**src/rtl/sfu_pkg.sv**
```systemverilog
// Shared definitions for the SFU sequencer: FSM state encoding and default
// geometry (lane count, partial-sum width, output-address width).
package sfu_pkg;

    localparam int unsigned COL_DEFAULT     = 8;
    localparam int unsigned PSUM_BW_DEFAULT = 16;
    localparam int unsigned AW_DEFAULT      = 4;
    localparam int unsigned NACC_W          = 4;

    typedef enum logic [2:0] {
        S_IDLE  = 3'd0,
        S_CLEAR = 3'd1,
        S_ACC   = 3'd2,
        S_RELU  = 3'd3,
        S_WRITE = 3'd4,
        S_DONE  = 3'd5
    } sfu_state_e;

endpackage

```
**src/rtl/sfu_seq.sv**
```systemverilog
// sfu_seq: sequences one output vector through the SFU lanes.
//   start/mode/n_acc : request, latched when accepted in IDLE
//   in_valid/in_ready/in_data : psum vector stream (accepted only in ACC)
//   sfu_reset/sfu_acc/sfu_relu/sfu_mode/sfu_in/sfu_out : SFU control + data
//   wr_en/wr_addr/wr_data : output-SRAM write port
//   busy/done : status
// Optional feature: define SFU_SEQ_RELU_BYPASS_EN to add the relu_en input;
// a latched relu_en of 0 skips the RELU state.
// sfu_acc, sfu_in and wr_data are combinational so that the SFU sees a beat in
// the same cycle as its handshake; every other output is a flop.
module sfu_seq
    import sfu_pkg::*;
#(
    parameter int unsigned col     = COL_DEFAULT,
    parameter int unsigned psum_bw = PSUM_BW_DEFAULT,
    parameter int unsigned aw      = AW_DEFAULT
) (
    input  logic                     clk,
    input  logic                     reset,
    input  logic                     start,
    input  logic                     mode,
    input  logic [NACC_W-1:0]        n_acc,
`ifdef SFU_SEQ_RELU_BYPASS_EN
    input  logic                     relu_en,
`endif
    input  logic                     in_valid,
    output logic                     in_ready,
    input  logic [col*psum_bw-1:0]   in_data,
    output logic                     sfu_reset,
    output logic                     sfu_acc,
    output logic                     sfu_relu,
    output logic                     sfu_mode,
    output logic [col*psum_bw-1:0]   sfu_in,
    input  logic [col*psum_bw-1:0]   sfu_out,
    output logic                     wr_en,
    output logic [aw-1:0]            wr_addr,
    output logic [col*psum_bw-1:0]   wr_data,
    output logic                     busy,
    output logic                     done
);

    sfu_state_e        state;
    logic [NACC_W-1:0] n_acc_q;
    logic [NACC_W-1:0] beat;
    logic [NACC_W-1:0] beat_inc;
    logic              hs;
    logic              use_relu;

    // in_ready is only ever high in ACC, so a handshake implies ACC
    assign hs       = in_valid & in_ready;
    assign beat_inc = NACC_W'(beat + 1'b1);
    assign sfu_acc  = hs;
    assign sfu_in   = hs ? in_data : '0;
    assign wr_data  = wr_en ? sfu_out : '0;

`ifdef SFU_SEQ_RELU_BYPASS_EN
    logic relu_q;
    assign use_relu = relu_q;
`else
    assign use_relu = 1'b1;
`endif

    // FSM with outputs registered for the state being entered
    always_ff @(posedge clk) begin
        if (reset) begin
            state     <= S_IDLE;
            busy      <= 1'b0;
            done      <= 1'b0;
            wr_en     <= 1'b0;
            in_ready  <= 1'b0;
            sfu_relu  <= 1'b0;
            sfu_reset <= 1'b1;
            sfu_mode  <= 1'b0;
            n_acc_q   <= '0;
            beat      <= '0;
            wr_addr   <= '0;
`ifdef SFU_SEQ_RELU_BYPASS_EN
            relu_q    <= 1'b0;
`endif
        end else begin
            done      <= 1'b0;
            wr_en     <= 1'b0;
            in_ready  <= 1'b0;
            sfu_relu  <= 1'b0;
            sfu_reset <= 1'b0;
            busy      <= 1'b1;

            unique case (state)
                S_IDLE: begin
                    if (start) begin
                        sfu_mode  <= mode;
                        n_acc_q   <= n_acc;
                        beat      <= '0;
`ifdef SFU_SEQ_RELU_BYPASS_EN
                        relu_q    <= relu_en;
`endif
                        sfu_reset <= 1'b1;
                        state     <= S_CLEAR;
                    end else begin
                        busy <= 1'b0;
                    end
                end

                S_CLEAR: begin
                    if (n_acc_q == '0) begin
                        if (use_relu) begin
                            state    <= S_RELU;
                            sfu_relu <= 1'b1;
                        end else begin
                            state <= S_WRITE;
                            wr_en <= 1'b1;
                        end
                    end else begin
                        state    <= S_ACC;
                        in_ready <= 1'b1;
                    end
                end

                // Holds indefinitely until the last beat is handed over
                S_ACC: begin
                    if (hs && (beat_inc == n_acc_q)) begin
                        beat <= beat_inc;
                        if (use_relu) begin
                            state    <= S_RELU;
                            sfu_relu <= 1'b1;
                        end else begin
                            state <= S_WRITE;
                            wr_en <= 1'b1;
                        end
                    end else begin
                        if (hs) begin
                            beat <= beat_inc;
                        end
                        in_ready <= 1'b1;
                    end
                end

                S_RELU: begin
                    state <= S_WRITE;
                    wr_en <= 1'b1;
                end

                // Address wraps naturally at 2^aw
                S_WRITE: begin
                    state   <= S_DONE;
                    done    <= 1'b1;
                    wr_addr <= aw'(wr_addr + 1'b1);
                end

                S_DONE: begin
                    state <= S_IDLE;
                    busy  <= 1'b0;
                end

                default: begin
                    state <= S_IDLE;
                    busy  <= 1'b0;
                end
            endcase
        end
    end

endmodule

```
**config.mk**
```make
export PLATFORM = sky130hd
export DESIGN_NAME = sfu_seq
export DESIGN_NICKNAME = d
export VERILOG_FILES = /design/src/rtl/sfu_pkg.sv /design/src/rtl/sfu_seq.sv
export SDC_FILE = /design/constraint.sdc
export NUM_CORES = 1
export LEC_CHECK = 0
export BUFFER_PORTS_ARGS = -buffer_cell sky130_fd_sc_hd__buf_2
export CAP_MARGIN = 20
export CORE_AREA = 2 2 210 212
export DETAILED_ROUTE_END_ITERATION = 8
export DIE_AREA = 0 0 212 214
export GPL_ROUTABILITY_DRIVEN = 0
export PLACE_DENSITY = 0.3
export RECOVER_POWER = 50
export SYNTH_ARGS = -nofsm -noshare
export SYNTH_HDL_FRONTEND = slang
export SYNTH_SLANG_ARGS = --single-unit
export TNS_END_PERCENT = 1
```
**constraint.sdc**
```tcl
create_clock -name clk -period 4.5 [get_ports clk]
set_input_delay 0.9 -clock clk [delete_from_list [all_inputs] [get_ports clk]]
set_output_delay 0.9 -clock clk [all_outputs]
set_load 0.03 [all_outputs]
```
# Yosys cells after proc, flatten, opt, wreduce, memory -nomap -nowiden
# Cells that the tools add are included.
[word_totals]
ff_bits = 22
in_bits = 265
out_inout_bits = 268
[op_classes]
addsub = 2
n_eq_ne = 8
mux = 21
bitwise_logic = 1
reduce_logical = 8
[ops]
columns = ["op", "n"]
rows = [
  ["128-bit 2-to-1 mux", 2],
  ["3-bit case mux with 5 select lines", 1],
  ["4-bit 2-to-1 mux", 3],
  ["1-bit 2-to-1 mux", 9],
  ["4-bit by 1-bit adder with 4-bit output (second input constant)", 2],
  ["4-bit case mux with 2 select lines", 1],
  ["3-bit by 2-bit == test with 1-bit output (second input constant)", 2],
  ["3-bit 2-to-1 mux", 2],
  ["1-bit case mux with 2 select lines", 3],
  ["4-bit == test", 1],
  ["4-bit zero test", 1],
  ["2-bit inequality test (second input constant)", 2],
  ["2-bit AND reduction", 2],
  ["4-bit OR reduction", 1],
  ["3-bit by 1-bit == test with 1-bit output (second input constant)", 1],
  ["3-bit == test (second input constant)", 1],
  ["3-bit zero test", 1],
  ["3-bit inequality test (second input constant)", 1],
  ["3-bit AND reduction", 1],
  ["2-bit nonzero test", 1],
  ["1-bit AND", 1],
  ["1-bit logical AND", 1],
]

# Logic depth before layout (Yosys ltp)
# Gate-level depths: netlist (run 1).
[depth]
depth_word = 5
mapped_depth = 6

# Worst setup path before layout (run 1)
# OpenSTA, ideal clock, no wires.
[synth_path]
kind = "input to output"
from = "input port in_valid"
to = "output port sfu_in[100]"
arrival_ns = 1.706
setup_slack_ns = 1.894
stages = 3
path_cell_list = "clkbuf_1 > clkbuf_1 > and3_1"
[synth_via]
elab_chain_len = 2
[synth_lines]
columns = ["element", "line", "rtl"]
rows = [
  ["start: declaration", "sfu_seq.sv:26", "input logic in_valid,"],
  ["1-bit AND", "sfu_seq.sv:50", "assign hs = in_valid & in_ready;"],
  ["128-bit 2-to-1 mux", "sfu_seq.sv:53", "assign sfu_in = hs ? in_data : '0;"],
  ["end: declaration", "sfu_seq.sv:33", "output logic [col*psum_bw-1:0] sfu_in,"],
]
# No other way between the ends.

# Worst setup path in the final report (run 1)
[layout_path]
from = "register in_ready"
to = "output port sfu_in[55]"
[layout_via]
elab_chain_len = 2
[layout_lines]
columns = ["element", "line", "rtl"]
rows = [
  ["start: declaration", "sfu_seq.sv:27", "output logic in_ready,"],
  ["start signal: assignment", "sfu_seq.sv:70", "in_ready <= 1'b0;"],
  ["start signal: assignment", "sfu_seq.sv:83", "in_ready <= 1'b0;"],
  ["start signal: assignment", "sfu_seq.sv:115", "in_ready <= 1'b1;"],
  ["1-bit AND", "sfu_seq.sv:50", ""],
  ["128-bit 2-to-1 mux", "sfu_seq.sv:53", ""],
]
# No other way between the ends.

==> results.json, run 1 <==
{
  "postRouteAntennaNets": 0,
  "cts-resized-gates": 0,
  "powerDensity_nw_per_um2": 233,
  "dp_hpwl_mm": 21.5,
  "grt_pass1_wl_mm": 32.9,
  "grt_overflow": 0,
  "clock_path_buffers": 2,
  "comb_power_share_pct": 57.5,
  "die_w_um": 212,
  "drt-total-wl_mm": 25.0,
  "drive_gt1_share_pct": 47.4,
  "dr.pass1.iters": 4,
  "path_class": "reg -> out",
  "violations": "capacitance limit, slew limit",
  "setup_viol": 0,
  "die_area_um2": 45400,
  "max_cap_viol_count": 2,
  "fp.coreArea_um2": 42900,
  "hp-class": "reg -> reg",
  "vias_per_cell": 3.30,
  "port_buffers": 532,
  "seqPwrFrac_pct": 24.4,
  "clk_pin_slew_worst_paths_ns": 0.06,
  "cts_buffers": 3,
  "route.detailed.wl_per_inst_um": 16.8,
  "synth_top_area_share_pct": 29.6,
  "holdBufCountCts": 0,
  "synthArstFlopShare_pct": 0,
  "post_cts_buffers": 0,
  "area_growth_pct": 118,
  "period_share_pct": 76.1,
  "fin_cells": 1489,
  "hold_viol_final": 0,
  "avgSynthCellArea_um2": 6.68,
  "layout_setup_ws_ns": 1.08,
  "insertion_delay_ns": 0.25,
  "ys_types": 29,
  "synth.largest_area_cell": "and2_1",
  "tightest_slew_ns": 1.80,
  "p_sw_uw": 712,
  "drcViolationCount": 0,
  "skew_ns": 0.00157,
  "tns_ns": 0,
  "synth_edf_count": 0,
  "ys.warnings.count": 0,
  "num_rows": 76,
  "cts_sinks": 22,
  "cts_tree": "done",
  "dp_slack_ns": 1.61,
  "fin_nets": 1166,
  "end_kind": "output pin",
  "grt_max_degree": 131,
  "initial_core_util_pct": 6.36,
  "crit_required_ns": 3.60,
  "worst_slew_margin_rel_pct": -20.3,
  "finalMaxSlewViolations": 228,
  "fmax_mhz": 292,
  "ys_seq_area_share_pct": 16.2,
  "status": "finished with violations",
  "vdd_ir_drop_max_mv": 0.141,
  "p_leak_uw": 0.00360,
  "grt_pass1_vias": 4635,
  "cts-root-buf": "clkbuf_16",
  "via_count": 4916,
  "gr-usage-all-layers_pct": 9.99,
  "ios": 533,
  "htreeDepth": 1,
  "syn_nets": 675,
  "rsz0062_at_grt": "no",
  "antenna_found_initial": 16,
  "die_h_um": 214,
  "ys_seq_elements": 22,
  "final_util_pct": 13.8,
  "crit_arrival_ns": 2.52,
  "crit_fanout": 97,
  "period_needed_ns": 3.42,
  "cp-start-kind": "register",
  "placed_cells": 1479,
  "synth_area_leaders": "and2_1, and3_1, dfxtp_1, clkbuf_1, nor2_1",
  "power_uw": 1390,
  "intPower_uw": 673,
  "drt_iter0_drc": 193,
  "synthFlopType": "dfxtp_1",
  "rrSetupSlack_ns": 1.97,
  "syn-cell-area_um2": 2730,
  "postSynthCellCount": 408,
  "swShare_pct": 51.4,
  "power.share.clock_pct": 18.1
}
-- state kept, by name, indices dropped and copies added, names as in the netlist --
| name | flops |
|---|---|
| beat | 4 |
| n_acc_q | 4 |
| wr_addr | 4 |
| state | 3 |
| busy | 1 |
| done | 1 |
| in_ready | 1 |
| sfu_mode | 1 |
| sfu_relu | 1 |
| sfu_reset | 1 |
| wr_en | 1 |
-- power groups by stage --
stage               combinational (µW)  sequential (µW)  clock [µW]
finish                             797              338         250
global route                       851              355         267
CTS                                823              343         258
detailed placement                 820              347           0
global placement                   828              348           0
floorplan                          559              268           0
-- metrics by stage --
step	hold WS, ns	area (µm²)
final	0.481	5940
after global routing	0.498	5920
after CTS	0.483	6080
after detailed placement	0.474	5970
after global placement	0.468	5970
after floorplan	0.449	2730
-- cell usage in the layout, fill, tap and decap left out, drive strengths merged, types with 5 or more instances in the layout --
cell	netlist	final
a21oi	7	7
and2	129	129
and3	129	129
buf	5	418
clkbuf	43	119
dfxtp	22	22
diode	0	6
mux2i	5	5
nand2	8	8
nor2	16	16
nor3	5	5
xnor2	6	6
-- logic make-up after synthesis --
group	share of synthesized area (%)
flops	16.2
mux	1.84
simple gates	67.8
compound gates	2.89
buf+inv	7.16
fa+ha+maj	0.918
xor+xnor	3.21
-- path summary, 6_finish.rpt --
| path | end | cells past startpoint | from |
|---|---|---|---|
| worst min-delay path | beat[1]$_SDFFE_PP0P_ | 2 | beat[1]$_SDFFE_PP0P_ |
| worst max-delay path | sfu_in[55] | 3 | in_ready$_SDFF_PP0_ |
| worst min register to register | beat[1]$_SDFFE_PP0P_ | 2 | beat[1]$_SDFFE_PP0P_ |
| worst max register to register | in_ready$_SDFF_PP0_ | 4 | in_ready$_SDFF_PP0_ |
-- layer usage --
layer / track usage [%] / part of all wire [%]
met2: 19.7 / 52
met5: 0 / 0.55
met3: 2.95 / 8.9
met4: 3.40 / 3.5
met1: 9.70 / 35
-- cells in the mapped netlist (4+ instances only) --
master / instances
and2_1: 129
and3_1: 129
clkbuf_1: 43
dfxtp_1: 22
nor2_1: 16
nand2_1: 8
a21oi_1: 7
xnor2_1: 6
mux2i_1: 5
nor3_1: 5
nor2b_1: 4
o21ai_0: 4
xor2_1: 4
-- layout make-up --
| cell class | instances | area, µm² |
|---|---|---|
| fillers | 5037 | 36900 |
| repair buffers | 534 | 2540 |
| multi-input cells | 336 | 2090 |
| diodes | 6 | 15.0 |
| flip-flops and latches | 22 | 443 |
| clock buffers | 3 | 75.1 |
| well taps | 585 | 732 |
| clock inverters | 1 | 30.0 |
| inverters | 2 | 7.51 |
-- worst max-delay path, stage by stage (launching register included) --
cell	delay [ns]
dfxtp_2	1.31
buf_4	0.45
and3_1	0.22
buf_2	0.20
Note: power is estimated with default switching activity, not from simulation.
==> run 2, diff against run 1 <==
--- a/config.mk
+++ b/config.mk
@@ -7,11 +7,11 @@
 export LEC_CHECK = 0
 export BUFFER_PORTS_ARGS = -buffer_cell sky130_fd_sc_hd__buf_2
 export CAP_MARGIN = 20
-export CORE_AREA = 2 2 210 212
+export CORE_AREA = 2 2 206 208
 export DETAILED_ROUTE_END_ITERATION = 8
-export DIE_AREA = 0 0 212 214
+export DIE_AREA = 0 0 208 210
 export GPL_ROUTABILITY_DRIVEN = 0
-export PLACE_DENSITY = 0.3
+export PLACE_DENSITY = 0.31
 export RECOVER_POWER = 50
 export SYNTH_ARGS = -nofsm -noshare
 export SYNTH_HDL_FRONTEND = slang
==> constraint.sdc (replaced) <==
create_clock -name clk -period 2.8 [get_ports clk]
set_input_delay 0.56 -clock clk [delete_from_list [all_inputs] [get_ports clk]]
set_output_delay 0.56 -clock clk [all_outputs]
set_load 0.03 [all_outputs]
==> results.json, run 2 (synthesis gave the netlist of run 1 again) <==
{
  "die_h_um": 210,
  "worst_slew_margin_rel_pct": 56.0,
  "grt_overflow": 0,
  "crit_fanout": 40,
  "seq_area_um2": 448,
  "holdBufCountCts": 0,
  "postPlaceCellArea_um2": 6010,
  "die_w_um": 208,
  "postRouteAntennaNets": 0,
  "hp-class": "reg -> reg",
  "drt-total-wl_mm": 23.0,
  "path_cells": "clkbuf_2, and2_1, clkbuf_1",
  "dp_slack_ns": 0.515,
  "setup_viol": 0,
  "drt_iter0_drc": 178,
  "path_class": "reg -> out",
  "largest_registers": "beat: 4 flops, n_acc_q: 4 flops, wr_addr: 4 flops",
  "fp.coreArea_um2": 41500,
  "grt_pass1_wl_mm": 31.1,
  "num_rows": 75,
  "placed_cells": 1444,
  "crit_arrival_ns": 1.85,
  "max_stage_delay_ns": 0.53,
  "drive_gt1_share_pct": 50.2,
  "mostFrequentLayoutCell": "buf_2",
  "status": "completed",
  "hold_viol_final": 0,
  "route.detailed.wl_per_inst_um": 15.8,
  "fmax_mhz": 415,
  "cts_buffers": 3,
  "n_fill_cell": 4901,
  "cts-resized-gates": 0,
  "dr.pass1.iters": 4,
  "port_buffers": 532,
  "max_cap_viol_count": 0,
  "p_leak_uw": 0.00371,
  "fin_nets": 1177,
  "postLayoutCellArea_um2": 5980,
  "period_needed_ns": 2.41,
  "cts_tree": "done",
  "cpLargestDelayFamily": "buffers and inverters",
  "startpoint": "wr_en$_SDFF_PP0_",
  "layout_common_cells": "buf_2, and3_1, and2_1",
  "clock_path_buffers": 2,
  "slowest_stage": "clkbuf_2",
  "tightest_slew_ns": 0.658,
  "htreeDepth": 1,
  "antenna_found_initial": 8,
  "tns_ns": 0,
  "vdd_ir_drop_max_mv": 0.253,
  "cts-root-buf": "clkbuf_16",
  "via_count": 4868,
  "fin_cells": 1452,
  "initial_core_util_pct": 6.57,
  "vias_per_cell": 3.35,
  "whs_ns": 0.477,
  "skew_ns": 0.00209,
  "multi_input_area_um2": 2090,
  "grt_max_degree": 56,
  "period_share_pct": 86.0,
  "area_growth_pct": 119,
  "rsz0062_at_grt": "no",
  "powerDensity_nw_per_um2": 365,
  "crit_required_ns": 2.24,
  "dp_hpwl_mm": 20.2,
  "cts_sinks": 22,
  "insertion_delay_ns": 0.25,
  "gr-usage-all-layers_pct": 9.51,
  "rr_startpoint": "state[1]$_SDFFE_PP0P_",
  "grt_pass1_vias": 4688,
  "cp-start-kind": "register",
  "ios": 533,
  "post_cts_buffers": 0,
  "die_area_um2": 43700,
  "end_kind": "output pin",
  "finalMaxSlewViolations": 0,
  "clk_pin_slew_worst_paths_ns": 0.06,
  "worst-path-buf-inv": 2,
  "worstHoldStart": "beat[1]$_SDFFE_PP0P_",
  "drcViolationCount": 0,
  "layout_setup_ws_ns": 0.393
}
## run 2: cell count changes in the layout (fill, tap and decap cells not counted), moves of 7 or more
cell      previous run  this run
buf_2              416       436
clkbuf_1           116        97
and2_0               9        20
and2_1             120       109
buf_4                1         8
## run 2: metal layers
layer	track usage, %	vias to the layer above	share of wire (%)
met5	0	-	0.24
met4	2.81	8	3.0
met3	2.52	28	8.7
met2	17.6	318	51
met1	10.6	2147	37
li1	-	2367	-
## run 2: final cells by class
type                       instances  share of cell area, %
sequential                        22                   7.50
antenna                            4                  0.168
timing repair buffer             545                   44.5
inverter                           2                  0.126
multi-input combinational        336                   35.0
tap                              539                   11.3
clock buffer                       4                   1.49
## run 2: path summary, 6_finish.rpt
check / depth (start not counted) / endpoint / slack [ns]
max: 3 / wr_data[57] / 0.39
min: 2 / beat[1]$_SDFFE_PP0P_ / 0.48
max reg2reg: 3 / beat[2]$_SDFFE_PP0P_ / 1.07
min reg2reg: 2 / beat[1]$_SDFFE_PP0P_ / 0.48
## run 2: worst register-to-register path, delay by kind of cell (launching register included)
| family | cells | cell delay, ns |
|---|---|---|
| AND/OR/NAND/NOR | 2 | 0.90 |
| flip-flops | 1 | 0.64 |
| AO/OA/AOI/OAI | 1 | 0.14 |
## run 2: stage by stage
stage / power (µW) / util (%)
after CTS: 2230 / 14.7
final: 2180 / 14.4
after global routing: 2320 / 14.4
after floorplan: 1330 / -
after global placement: 1910 / 14.5
after detailed placement: 1890 / 14.5
## run 2: where the power goes
group	total, µW	internal, µW	switching (µW)
registers	490	360	130
logic	1360	472	884
clock network	334	218	116
